[config.mk]
export PLATFORM = sky130hd
export DESIGN_NAME = roundtrip_tester_flat
export DESIGN_NICKNAME = d
export VERILOG_FILES = /design/src/rtl/roundtrip_tester_if.sv /design/src/rtl/roundtrip_tester.sv /design/src/flat_wrapper.sv
export SDC_FILE = /design/constraint.sdc
export NUM_CORES = 1
export LEC_CHECK = 0
export ABC_AREA = 1
export BUFFER_PORTS_ARGS = -buffer_cell sky130_fd_sc_hd__clkbuf_2
export CORE_AREA = 5 5 143 145
export DETAILED_ROUTE_END_ITERATION = 7
export DIE_AREA = 0 0 148 150
export HOLD_SLACK_MARGIN = 0.05
export PLACE_DENSITY = 0.87
export SLEW_MARGIN = 10
export SYNTH_ARGS = -nofsm -noshare
export SYNTH_HDL_FRONTEND = slang
export SYNTH_SLANG_ARGS = --single-unit
[constraint.sdc]
create_clock -name clk -period 2.2 [get_ports clk]
set_input_delay 0.22 -clock clk [delete_from_list [all_inputs] [get_ports clk]]
set_output_delay 0.22 -clock clk [all_outputs]
set_load 0.05 [all_outputs]
[src/rtl/roundtrip_tester_if.sv]
// roundtrip_tester_if: run control, chain stimulus/response and per-channel statistics bundle
interface roundtrip_tester_if #(
    parameter int CHANNELS = 4,
    parameter int LAT_W    = 8,
    parameter int CNT_W    = 16
);
    logic                      start;
    logic                      stop;
    logic                      mode;
    logic [CNT_W-1:0]          iterations;
    logic [CHANNELS-1:0]       stim;
    logic [CHANNELS-1:0]       resp;
    logic                      busy;
    logic                      done;
    logic [CHANNELS-1:0]       err_timeout;
    logic [CHANNELS-1:0]       err_glitch;
    logic [CHANNELS*LAT_W-1:0] lat_max;
    logic [CHANNELS*CNT_W-1:0] rt_count;
    modport master (
        output start, stop, mode, iterations, resp,
        input  stim, busy, done, err_timeout, err_glitch, lat_max, rt_count
    );
    modport slave (
        input  start, stop, mode, iterations, resp,
        output stim, busy, done, err_timeout, err_glitch, lat_max, rt_count
    );
endinterface

[src/rtl/roundtrip_tester.sv]
// roundtrip_tester: N-channel gate-chain stimulus/response tester measuring round-trip latency,
// timeouts and glitches on synchronised chain outputs.
module roundtrip_tester #(
    parameter int CHANNELS = 4,
    parameter int INVERT   = 1,
    parameter int LAT_W    = 8,
    parameter int CNT_W    = 16,
    parameter int TIMEOUT  = 200
) (
    input logic               clk,
    input logic               rst_n,
    roundtrip_tester_if.slave bus
);
    typedef enum logic [1:0] {IDLE, WAIT, SETTLE, DONE} state_t;
    localparam logic             INV      = 1'(INVERT);
    localparam logic [LAT_W-1:0] TMO_LAST = LAT_W'(TIMEOUT - 1);
    state_t              st_q   [CHANNELS];
    state_t              st_d   [CHANNELS];
    logic [LAT_W-1:0]    lat_q  [CHANNELS];
    logic [LAT_W-1:0]    lat_d  [CHANNELS];
    logic [LAT_W-1:0]    lmax_q [CHANNELS];
    logic [LAT_W-1:0]    lmax_d [CHANNELS];
    logic [CNT_W-1:0]    rt_q   [CHANNELS];
    logic [CNT_W-1:0]    rt_d   [CHANNELS];
    logic [CHANNELS-1:0] stim_q, stim_d, s1_q, s1_d, s2_q, s2_d;
    logic [CHANNELS-1:0] tmo_q, tmo_d, gl_q, gl_d;
    logic [CNT_W-1:0]    iter_q, iter_d;
    logic                mode_q, mode_d, stop_q, stop_d;
    logic                busy, done_all;
    always_comb begin
        busy     = 1'b0;
        done_all = 1'b1;
        for (int i = 0; i < CHANNELS; i++) begin
            busy     = busy | (st_q[i] == WAIT) | (st_q[i] == SETTLE);
            done_all = done_all & (st_q[i] == DONE);
        end
    end
    // All channels leave IDLE together, so run-wide settings are captured once.
    always_comb begin
        s1_d   = bus.resp;
        s2_d   = s1_q;
        stim_d = stim_q;
        tmo_d  = tmo_q;
        gl_d   = gl_q;
        stop_d = busy & (stop_q | bus.stop);
        iter_d = (st_q[0] == IDLE && bus.start) ? bus.iterations : iter_q;
        mode_d = (st_q[0] == IDLE && bus.start) ? bus.mode : mode_q;
        for (int i = 0; i < CHANNELS; i++) begin
            st_d[i]   = st_q[i];
            lat_d[i]  = lat_q[i];
            lmax_d[i] = lmax_q[i];
            rt_d[i]   = rt_q[i];
            case (st_q[i])
                IDLE: if (bus.start) begin
                    lmax_d[i] = '0;
                    rt_d[i]   = '0;
                    lat_d[i]  = '0;
                    tmo_d[i]  = 1'b0;
                    gl_d[i]   = 1'b0;
                    st_d[i]   = (!bus.mode && bus.iterations == '0) ? DONE : WAIT;
                    stim_d[i] = (!bus.mode && bus.iterations == '0) ? stim_q[i] : ~stim_q[i];
                end
                WAIT: if (s2_q[i] == (stim_q[i] ^ INV)) begin
                    lmax_d[i] = (lat_q[i] > lmax_q[i]) ? lat_q[i] : lmax_q[i];
                    rt_d[i]   = (&rt_q[i]) ? rt_q[i] : rt_q[i] + 1'b1;
                    st_d[i]   = SETTLE;
                end else if (lat_q[i] == TMO_LAST) begin
                    tmo_d[i] = 1'b1;
                    st_d[i]  = DONE;
                end else begin
                    lat_d[i] = lat_q[i] + 1'b1;
                end
                SETTLE: begin
                    gl_d[i] = gl_q[i] | (s2_q[i] != (stim_q[i] ^ INV));
                    if (mode_q ? stop_q : (rt_q[i] == iter_q)) begin
                        st_d[i] = DONE;
                    end else begin
                        stim_d[i] = ~stim_q[i];
                        lat_d[i]  = '0;
                        st_d[i]   = WAIT;
                    end
                end
                DONE: st_d[i] = (done_all && !bus.start) ? IDLE : DONE;
            endcase
        end
    end
    always_ff @(posedge clk or negedge rst_n) begin
        if (!rst_n) begin
            for (int i = 0; i < CHANNELS; i++) begin
                st_q[i]   <= IDLE;
                lat_q[i]  <= '0;
                lmax_q[i] <= '0;
                rt_q[i]   <= '0;
            end
            stim_q <= '0;
            s1_q   <= '0;
            s2_q   <= '0;
            tmo_q  <= '0;
            gl_q   <= '0;
            iter_q <= '0;
            mode_q <= 1'b0;
            stop_q <= 1'b0;
        end else begin
            st_q   <= st_d;
            lat_q  <= lat_d;
            lmax_q <= lmax_d;
            rt_q   <= rt_d;
            stim_q <= stim_d;
            s1_q   <= s1_d;
            s2_q   <= s2_d;
            tmo_q  <= tmo_d;
            gl_q   <= gl_d;
            iter_q <= iter_d;
            mode_q <= mode_d;
            stop_q <= stop_d;
        end
    end
    assign bus.stim        = stim_q;
    assign bus.busy        = busy;
    assign bus.done        = done_all;
    assign bus.err_timeout = tmo_q;
    assign bus.err_glitch  = gl_q;
    for (genvar g = 0; g < CHANNELS; g++) begin : g_pack
        assign bus.lat_max[g*LAT_W +: LAT_W]  = lmax_q[g];
        assign bus.rt_count[g*CNT_W +: CNT_W] = rt_q[g];
    end
endmodule

[src/flat_wrapper.sv]
// flat-port wrapper written by rule: the top's interface ports become plain ports
module roundtrip_tester_flat 
#(
    parameter int CHANNELS = 4,
    parameter int INVERT   = 1,
    parameter int LAT_W    = 8,
    parameter int CNT_W    = 16,
    parameter int TIMEOUT  = 200
)
  (clk, rst_n, bus_start, bus_stop, bus_mode, bus_iterations, bus_resp, bus_stim, bus_busy, bus_done, bus_err_timeout, bus_err_glitch, bus_lat_max, bus_rt_count);
  roundtrip_tester_if #(.CHANNELS(CHANNELS), .LAT_W(LAT_W), .CNT_W(CNT_W)) bus_i ();
  input logic clk;
  input logic rst_n;
  input wire logic [$bits(bus_i.start)-1:0] bus_start;
  input wire logic [$bits(bus_i.stop)-1:0] bus_stop;
  input wire logic [$bits(bus_i.mode)-1:0] bus_mode;
  input wire logic [$bits(bus_i.iterations)-1:0] bus_iterations;
  input wire logic [$bits(bus_i.resp)-1:0] bus_resp;
  output wire logic [$bits(bus_i.stim)-1:0] bus_stim;
  output wire logic [$bits(bus_i.busy)-1:0] bus_busy;
  output wire logic [$bits(bus_i.done)-1:0] bus_done;
  output wire logic [$bits(bus_i.err_timeout)-1:0] bus_err_timeout;
  output wire logic [$bits(bus_i.err_glitch)-1:0] bus_err_glitch;
  output wire logic [$bits(bus_i.lat_max)-1:0] bus_lat_max;
  output wire logic [$bits(bus_i.rt_count)-1:0] bus_rt_count;
  assign bus_i.start = bus_start;
  assign bus_i.stop = bus_stop;
  assign bus_i.mode = bus_mode;
  assign bus_i.iterations = bus_iterations;
  assign bus_i.resp = bus_resp;
  assign bus_stim = bus_i.stim;
  assign bus_busy = bus_i.busy;
  assign bus_done = bus_i.done;
  assign bus_err_timeout = bus_i.err_timeout;
  assign bus_err_glitch = bus_i.err_glitch;
  assign bus_lat_max = bus_i.lat_max;
  assign bus_rt_count = bus_i.rt_count;
  roundtrip_tester #(.CHANNELS(CHANNELS), .INVERT(INVERT), .LAT_W(LAT_W), .CNT_W(CNT_W), .TIMEOUT(TIMEOUT)) u_core (.clk(clk), .rst_n(rst_n), .bus(bus_i));
endmodule
### Word-level counts from Yosys, hierarchy flattened

Cells that the tools add are included.

* output and inout port bits: 110
* flip-flop bits (word level): 174
* word-level logic and storage cells: 285

* bitwise gates (word level): 20
* order comparisons: 4
* multiplexer cells: 98
* equality and inequality tests: 68
* reduce and logical (&&, ||, !) cells: 54
* add/subtract/negate cells: 8

Operator list (count)
* 8-bit two-way mux: 21
* 16-bit two-way mux: 9
* 16-bit one-hot mux with 2 select lines: 4
* 8-bit one-hot mux with 3 select lines: 4
* 2-bit inequality test, second input constant: 36
* 16-bit by 1-bit adder with 16-bit output, second input constant: 4
* 16-bit equality test: 4
* 8-bit one-hot mux with 2 select lines: 4
* 16-bit AND reduction: 4
* 4-bit AND reduction: 16
* 8-bit by 1-bit adder with 8-bit output, second input constant: 4
* 8-bit equality test, second input constant: 4
* 8-bit greater-than comparator: 4
* 2-bit one-hot mux with 4 select lines: 4
* 2-bit two-way mux: 15
* 1-bit two-way mux: 25
* 1-bit one-hot mux with 2 select lines: 12
* 5-bit AND reduction: 4
* 2-bit equality test, second input constant: 8
* 16-bit zero test: 1
* 2-bit AND reduction: 8
* 2-bit nonzero test: 8
* 3-bit inequality test, second input constant: 4
* 1-bit bitwise OR: 12
* 9 further kinds: 33

### Longest topological paths before layout

Gate-level depths: netlist of run 1.

* word-level depth: 9
* depth in mapped cells: 14
* gate-level depth less buffers: 13

### Least setup slack after synthesis of run 1

No wires, ideal clock.

* kind: reg-to-reg
* start point: reg u_core.st_q[6] (netlist name)
* end point: reg u_core.st_q[7] (netlist name)
* data required time: 2.080 ns
* arrival time: 2.441 ns
* stages on the path, launching flop included: 13
* slack: -0.362 ns
* setup time: 0.120 ns
* path through: dfrtp_1 ha_1 inv_1 nor2_1 inv_1 nor3_1 nand2_1 nand2_1 inv_1 nor2_1 nand2_1 nand2_1 a21oi_1

* word-level cells in the longest chain between the ends: 7

Ends and longest elaborated chain
* start, declared: RTL line roundtrip_tester.sv:17 `state_t st_q [CHANNELS];`
* start signal, assigned: RTL line roundtrip_tester.sv:104 `st_q <= st_d;`
* 2-bit equality test: RTL line roundtrip_tester.sv:35 `done_all = done_all & (st_q[i] == DONE);`
* 1-bit bitwise AND (3 in series): RTL line roundtrip_tester.sv:35
* net bus_done: RTL line flat_wrapper.sv:21 `output wire logic [$bits(bus_i.done)-1:0] bus_done;`
* 1-bit logical AND: RTL line roundtrip_tester.sv:83 `DONE: st_d[i] = (done_all && !bus.start) ? IDLE : DONE;`
* 2-bit two-way mux: RTL line roundtrip_tester.sv:83
* 2-bit one-hot mux with 4 select lines: RTL line roundtrip_tester.sv:53 `case (st_q[i])`

The timed path passes the listed nets, and every way through them passes these cells.
A chain may end at the register's enable or synchronous reset.

### Worst setup path in the final report of run 1

* start point: reg u_core.st_q[6] (netlist name)
* end point: out bus_busy

* word-level cells in the longest chain between the ends: 8

Ends and longest elaborated chain
* 2-bit by 1-bit equality test with 1-bit output or 2-bit equality test (tied branches): RTL line roundtrip_tester.sv:34 `busy = busy | (st_q[i] == WAIT) | (st_q[i] == SETTLE);`
* 1-bit bitwise OR (*) (7 in series): RTL line roundtrip_tester.sv:34
* end, declared: RTL line flat_wrapper.sv:20 `output wire logic [$bits(bus_i.busy)-1:0] bus_busy;`

Mark *: on every way between the ends. The rest lies on a longest branch, timed or not.

==> impl_metrics.ini, run 1 <==
[status]
status = completed

[clock_tree]
clk_path_buf_depth = 2
cts_sinks = 174
cts_root_buf = clkbuf_16
cts_tree = built
htreeDepth = 4
clk_latency_ps = 440
path_clk_slew_ps = 60
cts_buffers = 17

[route]
initialDrtViolationCount = 893
vias = 10600
wl_per_cell_um = 16.0
postRouteAntennaNets = 0
firstDrtPassIters = 5
drc_errors = 0
wl_um = 30100
avgViaCountPerCell = 5.62

[final_layout]
ff_latch_area_mm2 = 0.00435
nFillCells = 1518
fin_util_pct = 66.2
diodes = 0
syn2layout_area_growth_pct = 15.6
drive_above_1_share_pct = 14.9
multiInputGateArea_mm2 = 0.00557
final_area_mm2 = 0.0126
fin_nets = 1703

[place]
dp_worst_setup_slack_ps = 168
dp_hpwl_um = 21900
place_congestion = 0.931
port_buffers = 134
placed_cell_area_mm2 = 0.0119

[critical_path]
path_class = register to primary output
r2r-end = u_core.bus.rt_count[19]
crit_required_ps = 1980
worstPathArrival_ps = 1930
cp-start-kind = register
crit_chain = inv_1 > ha_1 > nor4_4 > nand4_1 > clkbuf_8
r2r_start = u_core.st_q[4]
ff2ff_setup_slack_ps = 160
reg2reg_depth = 8
cp_max_fo = 4
startpoint = u_core.st_q[6]
crit_path_max_incr_delay_ps = 400
slowest_stage = dfrtp_1
end_kind = primary output

[global_routing]
grt_usage_pct = 27.5
grt_pass1_wl_um = 49300
grt_max_degree = 54
antenna_found_initial = 0
grt_pass1_vias = 10300
grt_overflow = 0

[min_path]
hold_end = u_core.iter_q[14]
min_from = bus_iterations[14]
hold_path_class = input pin to register
min_path_cells = 3

[yosys]
synth_top_cell_by_area = dfrtp_1
synth_top_area_share_pct = 39.9
synthTopCellsByArea = dfrtp_1 40%, nand2_1 14%, inv_1 6.4%
synthDistinctLibCells = 45
syn_nets = 1555
synth.most_common_cell = nand2_1
synth_ff_type = dfrtp_1
synth_common_cells = 394 x nand2_1, 186 x inv_1, 174 x dfrtp_1, 159 x nor2_1, 104 x o21ai_0
ys_seq_area_share_pct = 39.9
syn_inst = 1486
synth_edf_count = 0
yosys_warnings = 0
synthArstFlopShare_pct = 100
syn_avg_cell_area_um2 = 7.35
syn_area_mm2 = 0.0109
ys_ff_latch = 174

[sta]
finClkSkew_ps = 7.80
setup_ws_ps = 48.8
fin_crit_sh_pct = 97.8
setup_viol = 0
final_hold_viol_count = 0
holdWs_ps = 77.9
maxSlewHeadroom_pct = 60.0
drv_slew = 0
layout_min_cycle_time_ps = 2150
tightest_slew_ps = 596
fmax_mhz = 465

[die]
die_h_um = 150
dieArea_mm2 = 0.0222
die_w_um = 148
ios = 135
placement_rows = 51
coreArea_mm2 = 0.0191
start_util_pct = 57.2

[power]
powerDensity_mw_per_mm2 = 1170
peakVddDrop_mv = 0.703
p_leak_uw = 0.00632
power_uw = 14800

[job]
maxCapViolations = 0
-- stage by stage --
step / TNS (ps) / std cells
2_1_floorplan: 0 / 1486
3_3_place_gp: 0 / 1841
3_5_place_dp: 0 / 1841
4_1_cts: 0 / 1884
5_1_grt: -10.2 / 1884
6_report: 0 / 1884
-- sequential cells by signal, summed over array words and instances (netlist names) --
name                    count
u_core.bus.stim             4
u_core.bus.rt_count        64
u_core.iter_q              16
u_core.s2_q                 4
u_core.mode_q               1
u_core.s1_q                 4
u_core.bus.lat_max         32
u_core.lat_q               32
u_core.st_q                 8
u_core.bus.err_glitch       4
u_core.bus.err_timeout      4
u_core.stop_q               1
-- repair_timing --
item / CTS / global route
hold endpoints to repair: 61 / 0
pin swaps: 2 / 0
hold buffers: 12 / 0
endpoints found under the setup margin: 1 / 21
resized for setup: 4 / 6
buffers inserted: 0 / 0
-- critical path, delay by kind of cell, from the launching register on --
family / cells / cell delay (ps)
and+or+nand+nor: 2 / 440
buffers and inverters: 2 / 310
DFF: 1 / 400
adders and majority gates: 1 / 340
-- how the worst max path moves through the flow --
stage | end | slack (ps) | cells after the start
2_1_floorplan | u_core.bus.rt_count[22] | 40 | 13
3_3_place_gp | bus_busy | 230 | 5
3_5_place_dp | u_core.bus.lat_max[4] | 170 | 9
4_1_cts | bus_busy | 80 | 5
5_1_grt | u_core.bus.rt_count[19] | -10 | 8
6_report | bus_busy | 50 | 5
-- kinds of logic (layout without fill, tap and decap cells) --
kind of cell / count (synthesis) / count (layout) / synth area share (%)
and+or+nand+nor: 743 / 743 / 29.4
buffers and inverters: 247 / 407 / 9.35
AOI/OAI and AO/OA: 201 / 201 / 10.2
DFF: 174 / 174 / 39.9
xor gates and xnor gates: 77 / 77 / 6.18
adders and majority gates: 44 / 44 / 5.04
-- metal layers --
metal  track usage (%)  part of all wire [%]
met1              35.2                    41
met2              44.9                    47
met3              6.48                   8.6
met4              11.8                   3.6
met5                 0                     0
-- area by class of cell --
| cell class | instances | share of cell area [%] |
|---|---|---|
| sequential | 174 | 34.5 |
| clock buffer | 24 | 3.66 |
| inverter | 197 | 5.91 |
| clock inverter | 7 | 0.892 |
| timing repair buffer | 179 | 8.54 |
| multi-input combinational | 1065 | 44.2 |
| tap | 238 | 2.36 |
-- power by group --
part / switching, uW / leakage (uW) / internal, uW / total (uW)
combinational: 4780 / 0.00373 / 1980 / 6760
clock: 1240 / 0.000278 / 1810 / 3040
sequential: 1140 / 0.00231 / 3840 / 4980
total: 7160 / 0.00632 / 7630 / 14800
-- placed cells by master (no fill, tap or decap), types with 7 or more instances in the layout --
cell	Yosys	routed
a21oi_1	44	44
buf_4	3	31
clkbuf_16	0	17
clkbuf_2	6	132
dfrtp_1	174	174
dlygate4sd3_1	0	12
ha_1	44	43
inv_1	186	186
inv_2	10	9
nand2_1	394	392
nand3_1	65	65
nand3b_1	9	9
nand4_1	51	51
nor2_1	159	158
nor3_1	29	28
nor4_1	8	7
o21ai_0	104	104
o21ai_1	17	17
o21ai_2	8	8
o31ai_1	10	10
xor2_1	72	72
Power figures use the tool's default switching activity.
==> inputs of run 2 (changes only) <==
CELL_PAD_IN_SITES_DETAIL_PLACEMENT = 2   (was unset)
CELL_PAD_IN_SITES_GLOBAL_PLACEMENT = 2   (was unset)
CORE_AREA = 2 2 183 185   (was 5 5 143 145)
DIE_AREA = 0 0 185 187   (was 0 0 148 150)
PLACE_DENSITY = 0.88   (was 0.87)
==> impl_metrics.ini, run 2 (synthesis results as in run 1) <==
[final_layout]
final_cell_mix = 387 x nand2_1, 184 x inv_1, 164 x dfrtp_1
largest_reg_flops = 64
syn2layout_area_growth_pct = 22.7
mostFrequentLayoutCell = nand2_1
final_area_mm2 = 0.0134
fin_nets = 1757
drive_above_1_share_pct = 19.2

[critical_path]
end_kind = primary output
crit_cells = 6
cp_max_fo = 2
slowest_stage = dfrtp_1
path_class = register to primary output
crit_path_max_incr_delay_ps = 390
worstPathArrival_ps = 1970
r2r-end = u_core.bus.rt_count[17]
crit_required_ps = 1980
worstSetupEndpoint = bus_busy
r2r_start = u_core.bus.rt_count[19]
startpoint = u_core.st_q[7]
reg2reg_depth = 11
ff2ff_setup_slack_ps = 60
cp-start-kind = register
cp_num_buf_inv = 3
path_delay_family = buffers and inverters
crit_chain = inv_1 > ha_2 > nor4_2 > buf_4 > nand4_1 > clkbuf_8

[sta]
drv_slew = 0
fin_crit_sh_pct = 99.6
maxSlewHeadroom_pct = 53.6
rsz0062_at_grt = yes
layout_min_cycle_time_ps = 2190
setup_tns_ps = 0
final_hold_viol_count = 0
tightest_slew_ps = 690
finClkSkew_ps = 9.83
setup_viol = 0
fmax_mhz = 456
holdWs_ps = 83.7

[global_routing]
grt_max_degree = 49
globalRoute.busiestLayer = met2
grt_usage_pct = 26.9
grt_use_met2_pct = 48.8
antenna_found_initial = 1
grt_pass1_vias = 12800
grt_pass1_wl_um = 72100
grt_util_met1_pct = 31.4
grt_overflow = 0
grtUsageMet3_pct = 5.84

[min_path]
hold_path_class = input pin to register

[die]
coreArea_mm2 = 0.0329
start_util_pct = 33.2
die_h_um = 187
placement_rows = 67
die_w_um = 185
dieArea_mm2 = 0.0346
ios = 135

[route]
postRouteAntennaNets = 0
wl_per_cell_um = 21.5
drc_errors = 0
wl_um = 46200
avgViaCountPerCell = 5.27
firstDrtPassIters = 4
vias = 11300
initialDrtViolationCount = 572

[clock_tree]
cts_tree = built
cts_root_buf = clkbuf_16
path_clk_slew_ps = 80
htreeDepth = 4
clk_latency_ps = 460
cts_buffers = 17
cts_sinks = 174
clk_path_buf_depth = 2

[status]
status = completed

[power]
peakVddDrop_mv = 0.665
p_leak_uw = 0.00657
powerDensity_mw_per_mm2 = 1200

[place]
place_congestion = 0.859
dp_hpwl_um = 31900
placed_cell_area_mm2 = 0.0124
port_buffers = 134

[job]
maxCapViolations = 0
[run 2: cell count changes in the layout (fill, tap and decap cells not counted), sizes merged]
cell	change
dlygate4sd3	+4
clkbuf	-7
clkinvlp	+7
diode	+1
inv	+2
bufinv	-2
buf	+50
clkinv	+1
[run 2: worst reg2reg max path, cell delays in order (launching register included)]
cell and delay [ps]:
dfrtp_1 550, nand3_2 140, inv_2 110, nand2_4 80, nor2_4 190, nand2_2 100
nor2_4 140, nand3_2 110, nand2_4 120, clkinvlp_4 140, buf_4 160, o21ai_1 200
[run 2: repair_timing]
action                                 in CTS  in global routing
setup endpoints to repair                  14                 87
pin swaps                                   1                  3
buffers inserted                            6                 10
hold buffers                               16                  0
resized for setup                          10                 37
endpoints found under the hold margin      60                  0
[run 2: final cells by class]
| type | count | area [um^2] |
|---|---|---|
| fillers | 3847 | 19500 |
| multi-input cells | 1065 | 5640 |
| flip-flops and latches | 174 | 4370 |
| repair buffers | 233 | 1510 |
| inverters | 197 | 753 |
| well taps | 448 | 561 |
| clock buffers | 17 | 425 |
| clock inverters | 15 | 140 |
| diodes | 1 | 2.50 |
[run 2: metrics by stage]
stage	utilization (%)	total power (uW)	setup WS [ps]	std cells
after floorplan	-	9800	41.8	1486
after global placement	37.8	11900	214	2085
after detailed placement	37.8	12400	33.1	2085
after CTS	40.2	15900	0.316	2139
after global routing	40.8	17100	-51.2	2150
final	40.8	16100	8.31	2150
[run 2: power by group]
group	internal, uW	switching, uW	leakage [uW]	total (uW)
combinational	2350	5640	0.00401	7990
sequential	3850	1170	0.00230	5020
clock	1570	1530	0.000255	3110
total	7780	8340	0.00657	16100
[run 2: metal layers]
metal / share of wire, % / vias up
met4: 3.2 / 0
met5: 0 / -
met3: 4.8 / 94
met1: 40 / 5803
li1: - / 5174
met2: 52 / 267
[run 2: how the worst min path moves through the flow]
stage | startpoint | to | cells past startpoint
global placement | rst_n | u_core.bus.lat_max[3] | 1
CTS | bus_iterations[14] | u_core.iter_q[14] | 3
global route | bus_iterations[1] | u_core.iter_q[1] | 3
finish | bus_iterations[14] | u_core.iter_q[14] | 3
detailed placement | rst_n | u_core.bus.lat_max[7] | 1
floorplan | rst_n | u_core.bus.err_glitch[0] | 0
